$ cat config.mk
export PLATFORM = sky130hd
export DESIGN_NAME = crc32_mem_scan
export DESIGN_NICKNAME = d
export VERILOG_FILES = /design/src/rtl/crc32_mem_scan.sv
export SDC_FILE = /design/constraint.sdc
export NUM_CORES = 1
export LEC_CHECK = 0
export ABC_CLOCK_PERIOD_IN_PS = 4500
export BUFFER_PORTS_ARGS = -buffer_cell sky130_fd_sc_hd__buf_2
export CAP_MARGIN = 20
export CORE_ASPECT_RATIO = 1.4
export CORE_MARGIN = 3
export CORE_UTILIZATION = 25
export CTS_CLUSTER_SIZE = 24
export DETAILED_ROUTE_END_ITERATION = 8
export SYNTH_ARGS = -nofsm -noshare
export SYNTH_HDL_FRONTEND = slang
export SYNTH_SLANG_ARGS = --single-unit
$ cat constraint.sdc
create_clock -name clk -period 4.5 [get_ports clk]
set_clock_uncertainty 0.2 [all_clocks]
set_input_delay 0.45 -clock clk [delete_from_list [all_inputs] [get_ports clk]]
set_output_delay 0.45 -clock clk [all_outputs]
set_load 0.02 [all_outputs]
$ cat src/rtl/crc32_mem_scan.sv
// CRC-32 memory scanner: walks a word-aligned region over a valid/ready read port, feeds each
// word to crc32_gen (reflected 0xEDB88320, init/xorout all-ones) and checks the final CRC.

module crc32_gen (
   input  logic        clk,
   input  logic        rst,
   input  logic        clr_crc,
   input  logic        calc,
   input  logic [31:0] din,
   output logic [31:0] crc
);
   logic [31:0] lfsr;
   logic [31:0] lfsr_next;

   // A word is consumed LSB first, i.e. as four little-endian bytes of standard CRC-32.
   always_comb begin
      lfsr_next = lfsr ^ din;
      for (int unsigned i = 0; i < 32; i++)
         lfsr_next = lfsr_next[0] ? ((lfsr_next >> 1) ^ 32'hEDB8_8320) : (lfsr_next >> 1);
   end

   always_ff @(posedge clk) begin
      if (rst || clr_crc)
         lfsr <= '1;
      else if (calc)
         lfsr <= lfsr_next;
   end

   assign crc = ~lfsr;
endmodule

module crc32_mem_scan #(
   parameter int ADDR_W = 18,
   parameter int CNT_W  = 16
) (
   input  logic              clk,
   input  logic              rst,
   input  logic              start,
   input  logic              abort,
   input  logic [ADDR_W-1:0] base_addr,
   input  logic [CNT_W-1:0]  word_count,
   input  logic [31:0]       expected_crc,
   output logic              busy,
   output logic              done,
   output logic              aborted,
   output logic [31:0]       crc_out,
   output logic              crc_match,
   output logic              mem_valid,
   output logic [ADDR_W-1:0] mem_addr,
   input  logic              mem_ready,
   input  logic [31:0]       mem_rdata
);
   typedef enum logic [2:0] {S_IDLE, S_CLEAR, S_READ, S_GAP, S_FINISH} state_t;

   state_t           state;
   logic [CNT_W-1:0] remaining;
   logic [31:0]      exp_crc;
   logic             abort_pend;
   logic             clr_crc;
   logic             calc;
   logic [31:0]      crc;

   assign clr_crc = (state == S_CLEAR);
   assign calc    = (state == S_READ) && mem_ready;

   crc32_gen u_crc (
      .clk     (clk),
      .rst     (rst),
      .clr_crc (clr_crc),
      .calc    (calc),
      .din     (mem_rdata),
      .crc     (crc)
   );

   always_ff @(posedge clk) begin
      if (rst) begin
         state      <= S_IDLE;
         busy       <= 1'b0;
         done       <= 1'b0;
         aborted    <= 1'b0;
         mem_valid  <= 1'b0;
         mem_addr   <= '0;
         remaining  <= '0;
         exp_crc    <= '0;
         abort_pend <= 1'b0;
         crc_out    <= '0;
         crc_match  <= 1'b0;
      end else begin
         done    <= 1'b0;
         aborted <= 1'b0;
         if (state != S_IDLE)
            abort_pend <= abort_pend | abort;
         case (state)
            S_IDLE: begin
               if (start && !abort) begin
                  mem_addr   <= base_addr & ~ADDR_W'(3);
                  remaining  <= word_count;
                  exp_crc    <= expected_crc;
                  abort_pend <= 1'b0;
                  busy       <= 1'b1;
                  state      <= S_CLEAR;
               end
            end
            S_CLEAR, S_GAP: begin
               // Abort is only honoured here, where no read handshake is in flight.
               if (abort || abort_pend) begin
                  state      <= S_IDLE;
                  busy       <= 1'b0;
                  aborted    <= 1'b1;
                  abort_pend <= 1'b0;
               end else if (remaining == '0) begin
                  state <= S_FINISH;
               end else begin
                  state     <= S_READ;
                  mem_valid <= 1'b1;
               end
            end
            S_READ: begin
               if (mem_ready) begin
                  mem_valid <= 1'b0;
                  mem_addr  <= mem_addr + ADDR_W'(4);
                  remaining <= remaining - CNT_W'(1);
                  state     <= S_GAP;
               end
            end
            S_FINISH: begin
               crc_out    <= crc;
               crc_match  <= (crc == exp_crc);
               done       <= 1'b1;
               busy       <= 1'b0;
               abort_pend <= 1'b0;
               state      <= S_IDLE;
            end
            default: state <= S_IDLE;
         endcase
      end
   end
endmodule

==> impl_metrics.env <==
export IMPL_initial_utilization_pct=25.6
export IMPL_finalHoldWorstSlack_ps=59.6
export IMPL_critical_path_startpoint="u_crc.lfsr[1]"
export IMPL_worst_r2r_setup_slack_ps=480
export IMPL_syn_inst=997
export IMPL_avgRoutedWirePerCell_um=17.9
export IMPL_timing_final_crit_share_pct=89.4
export IMPL_core_area_mm2=0.0353
export IMPL_drv_cap=0
export IMPL_yosys_area_share_adder_pct=0.277
export IMPL_synth_cell_type_count=51
export IMPL_cts_hold_fix_buffers=0
export IMPL_dr_pass1_iterations=5
export IMPL_detailed_place_hpwl_mm=23.7
export IMPL_synthXorXnorAreaFrac_pct=38.5
export IMPL_worstSetupStartpointType="flip-flop"
export IMPL_ys_warnings_count=0
export IMPL_gp_congestion=0.897
export IMPL_status="finished, final reports clean"
export IMPL_final_min_clock_period_ps=4020
export IMPL_gr_total_overflow=0
export IMPL_worst_path_most_repeated_cell="sky130_fd_sc_hd__xnor3_1"
export IMPL_grt_max_degree=76
export IMPL_grt_setup_unrepaired="no"
export IMPL_cts_buffers_inserted=17
export IMPL_clock_tree_from_tritoncts="done"
export IMPL_slew_headroom_pct=43.9
export IMPL_clk_pin_slew_worst_paths_ps=70
export IMPL_drt_drc_violations_left=0
export IMPL_worstRegToRegCells=9
export IMPL_commonest_cells_after_routing_fill_and_taps_aside="sky130_fd_sc_hd__xnor2_1, sky130_fd_sc_hd__buf_2, sky130_fd_sc_hd__nand2_1, sky130_fd_sc_hd__dfxtp_1, sky130_fd_sc_hd__nor2_1"
export IMPL_synth_top_family_by_area="XOR/XNOR gates"
export IMPL_syn_cell_area_mm2=0.00903
export IMPL_filler_cell_count=3708
export IMPL_synth_flop_cell="sky130_fd_sc_hd__dfxtp_1"
export IMPL_total_number_of_nets_in_the_final_design=1274
export IMPL_crit_type="flip-flop to flip-flop"
export IMPL_min_path_type="primary input to flip-flop"
export IMPL_timing_critical_path_cells="xor2_4, xnor3_1, xnor3_2, xor3_1, xnor3_1, xnor2_2, xnor2_1, and3_1, nor3_1"
export IMPL_routed_wl_mm=29.4
export IMPL_drt_vias_per_instance=4.59
export IMPL_numPortBuffers=153
export IMPL_htree_num_levels=4
export IMPL_top_level_ports=158
export IMPL_tritoncts_num_sinks=137
export IMPL_arrival_ps=4180
export IMPL_std_cell_rows=81
export IMPL_synth_simple_area_share_pct=14.3
export IMPL_async_flop_share_pct=0
export IMPL_area_grow_syn2layout_pct=24.0
export IMPL_fp_dieW_um=167
export IMPL_final_setup_viol_count=0
export IMPL_post_synth_mux_area_share_pct=0.111
export IMPL_ctsResizeCount=0
export IMPL_critical_path_slowest_cell="sky130_fd_sc_hd__xnor3_1"
export IMPL_fraction_of_the_mapped_netlist_area_in_compound_gates_pct=13.7
export IMPL_max_clock_path_buffers=2
export IMPL_worst_slew_pin_slew_ps=841
export IMPL_critical_path_max_stage_delay_ps=610
export IMPL_max_clock_freq_ghz=0.249
export IMPL_crit_required_ps=4660
export IMPL_endpoint_kind="flip-flop"
export IMPL_cts_root_buffer_cell="sky130_fd_sc_hd__clkbuf_16"
export IMPL_detail_route_antenna_nets=0
export IMPL_die_h_um=231
export IMPL_synth_seq_area_share_pct=30.4
export IMPL_critPathCapture="u_crc.lfsr[25]"
export IMPL_syn_mean_instance_area_um2=9.05
export IMPL_antenna_found_initial=0
export IMPL_first_global_vias=7498
export IMPL_final_setup_tns_ps=0
export IMPL_grt_total_usage_pct=15.1
export IMPL_grt_first_pass_wirelength_mm=44.6
export IMPL_path_max_fanout=8
export IMPL_num_vias=7521
export IMPL_clock_insertion_delay_worst_skew_ps=430
export IMPL_ys_ff_latch=137
export IMPL_layout_commonest_cell="sky130_fd_sc_hd__xnor2_1"
export IMPL_drive_gt1_share_pct=22.6
export IMPL_initialDrtViolationCount=495
export IMPL_rr_startpoint="u_crc.lfsr[1]"
export IMPL_total_die_area_mm2=0.0385
export IMPL_timing_final_hold_violations=0
export IMPL_r2r_end="u_crc.lfsr[25]"
export IMPL_maxSlewViolCount=0
export IMPL_number_of_synthesized_flops_with_an_enable_pin=0
export IMPL_post_cts_setup_buffer_count=0
-- synthesized netlist by cell type, types with 5 or more instances --
cell type                    n  area, um2
sky130_fd_sc_hd__xnor2_1   169       1480
sky130_fd_sc_hd__nand2_1   139        522
sky130_fd_sc_hd__dfxtp_1   137       2740
sky130_fd_sc_hd__nor2_1     92        345
sky130_fd_sc_hd__a21oi_1    71        355
sky130_fd_sc_hd__xor2_1     56        490
sky130_fd_sc_hd__clkbuf_1   47        176
sky130_fd_sc_hd__a211oi_1   45        338
sky130_fd_sc_hd__xnor3_1    43        968
sky130_fd_sc_hd__o21ai_0    28        140
sky130_fd_sc_hd__o211ai_1   23        173
sky130_fd_sc_hd__nor3_1     18       90.1
sky130_fd_sc_hd__nor4_1     14       87.6
sky130_fd_sc_hd__nand3_1    11       55.1
sky130_fd_sc_hd__nand4_1    10       62.6
sky130_fd_sc_hd__xnor2_2     9        146
sky130_fd_sc_hd__inv_1       7       26.3
sky130_fd_sc_hd__a22oi_1     6       45.0
sky130_fd_sc_hd__o22ai_1     6       37.5
sky130_fd_sc_hd__and3_1      5       31.3
sky130_fd_sc_hd__xor2_2      5       81.3
-- sequential cells by signal, summed over array words and instances, names as in the netlist --
| signal | flops |
|---|---|
| abort_pend | 1 |
| aborted | 1 |
| busy | 1 |
| crc_match | 1 |
| crc_out | 32 |
| done | 1 |
| exp_crc | 32 |
| mem_addr | 16 |
| mem_valid | 1 |
| remaining | 16 |
| state | 3 |
| u_crc.lfsr | 32 |
-- layout make-up --
cell class                      count  area (um2)  area share (%)
Multi-Input combinational cell    798        6050            54.1
Sequential cell                   137        2740            24.5
Timing Repair Buffer              208        1180            10.6
Tap cell                          456         571            5.10
Clock buffer                       17         425            3.80
Clock inverter                     15         189            1.69
Inverter                            7        26.3           0.235
Antenna cell                        1        2.50          0.0224
-- critical path, delay by kind of cell, from the launching register on --
kind	cells	cell delay [ps]
flops	1	560
xor+xnor	7	2850
simple gates	2	340
-- layer usage --
layer / global-route usage [%] / share of wire [%] / vias up
met4: 5.98 / 3.1 / 0
met3: 2.67 / 4.0 / 38
li1: - / - / 3764
met2: 27.4 / 52 / 183
met5: 0 / 0 / -
met1: 17.7 / 41 / 3536
-- through the flow --
step,util (%),std cells,instance area [um2],worst slack [ps]
5_1_grt,31.7,1638,11200,296
3_5_place_dp,30.0,1606,10600,328
4_1_cts,31.7,1638,11200,476
3_3_place_gp,30.0,1606,10600,350
2_1_floorplan,-,998,9030,656
6_report,31.7,1639,11200,478
-- cell families after synthesis --
family | count (synthesis)
simple gates | 303
xor+xnor | 294
compound gates | 196
flops | 137
buf+inv | 63
fa+ha+maj | 2
other cells | 1
mux | 1
-- how the worst min path moves through the flow --
stage	start	end	cells past startpoint
2_1_floorplan	exp_crc[0]	exp_crc[0]	2
3_3_place_gp	crc_match	crc_match	2
3_5_place_dp	crc_match	crc_match	2
4_1_cts	expected_crc[26]	exp_crc[26]	3
5_1_grt	expected_crc[26]	exp_crc[26]	3
6_report	expected_crc[26]	exp_crc[26]	3
Power is left out: the tool's default activity adds up to more than one toggle a clock period on the data nets, which glitch-free logic cannot reach.
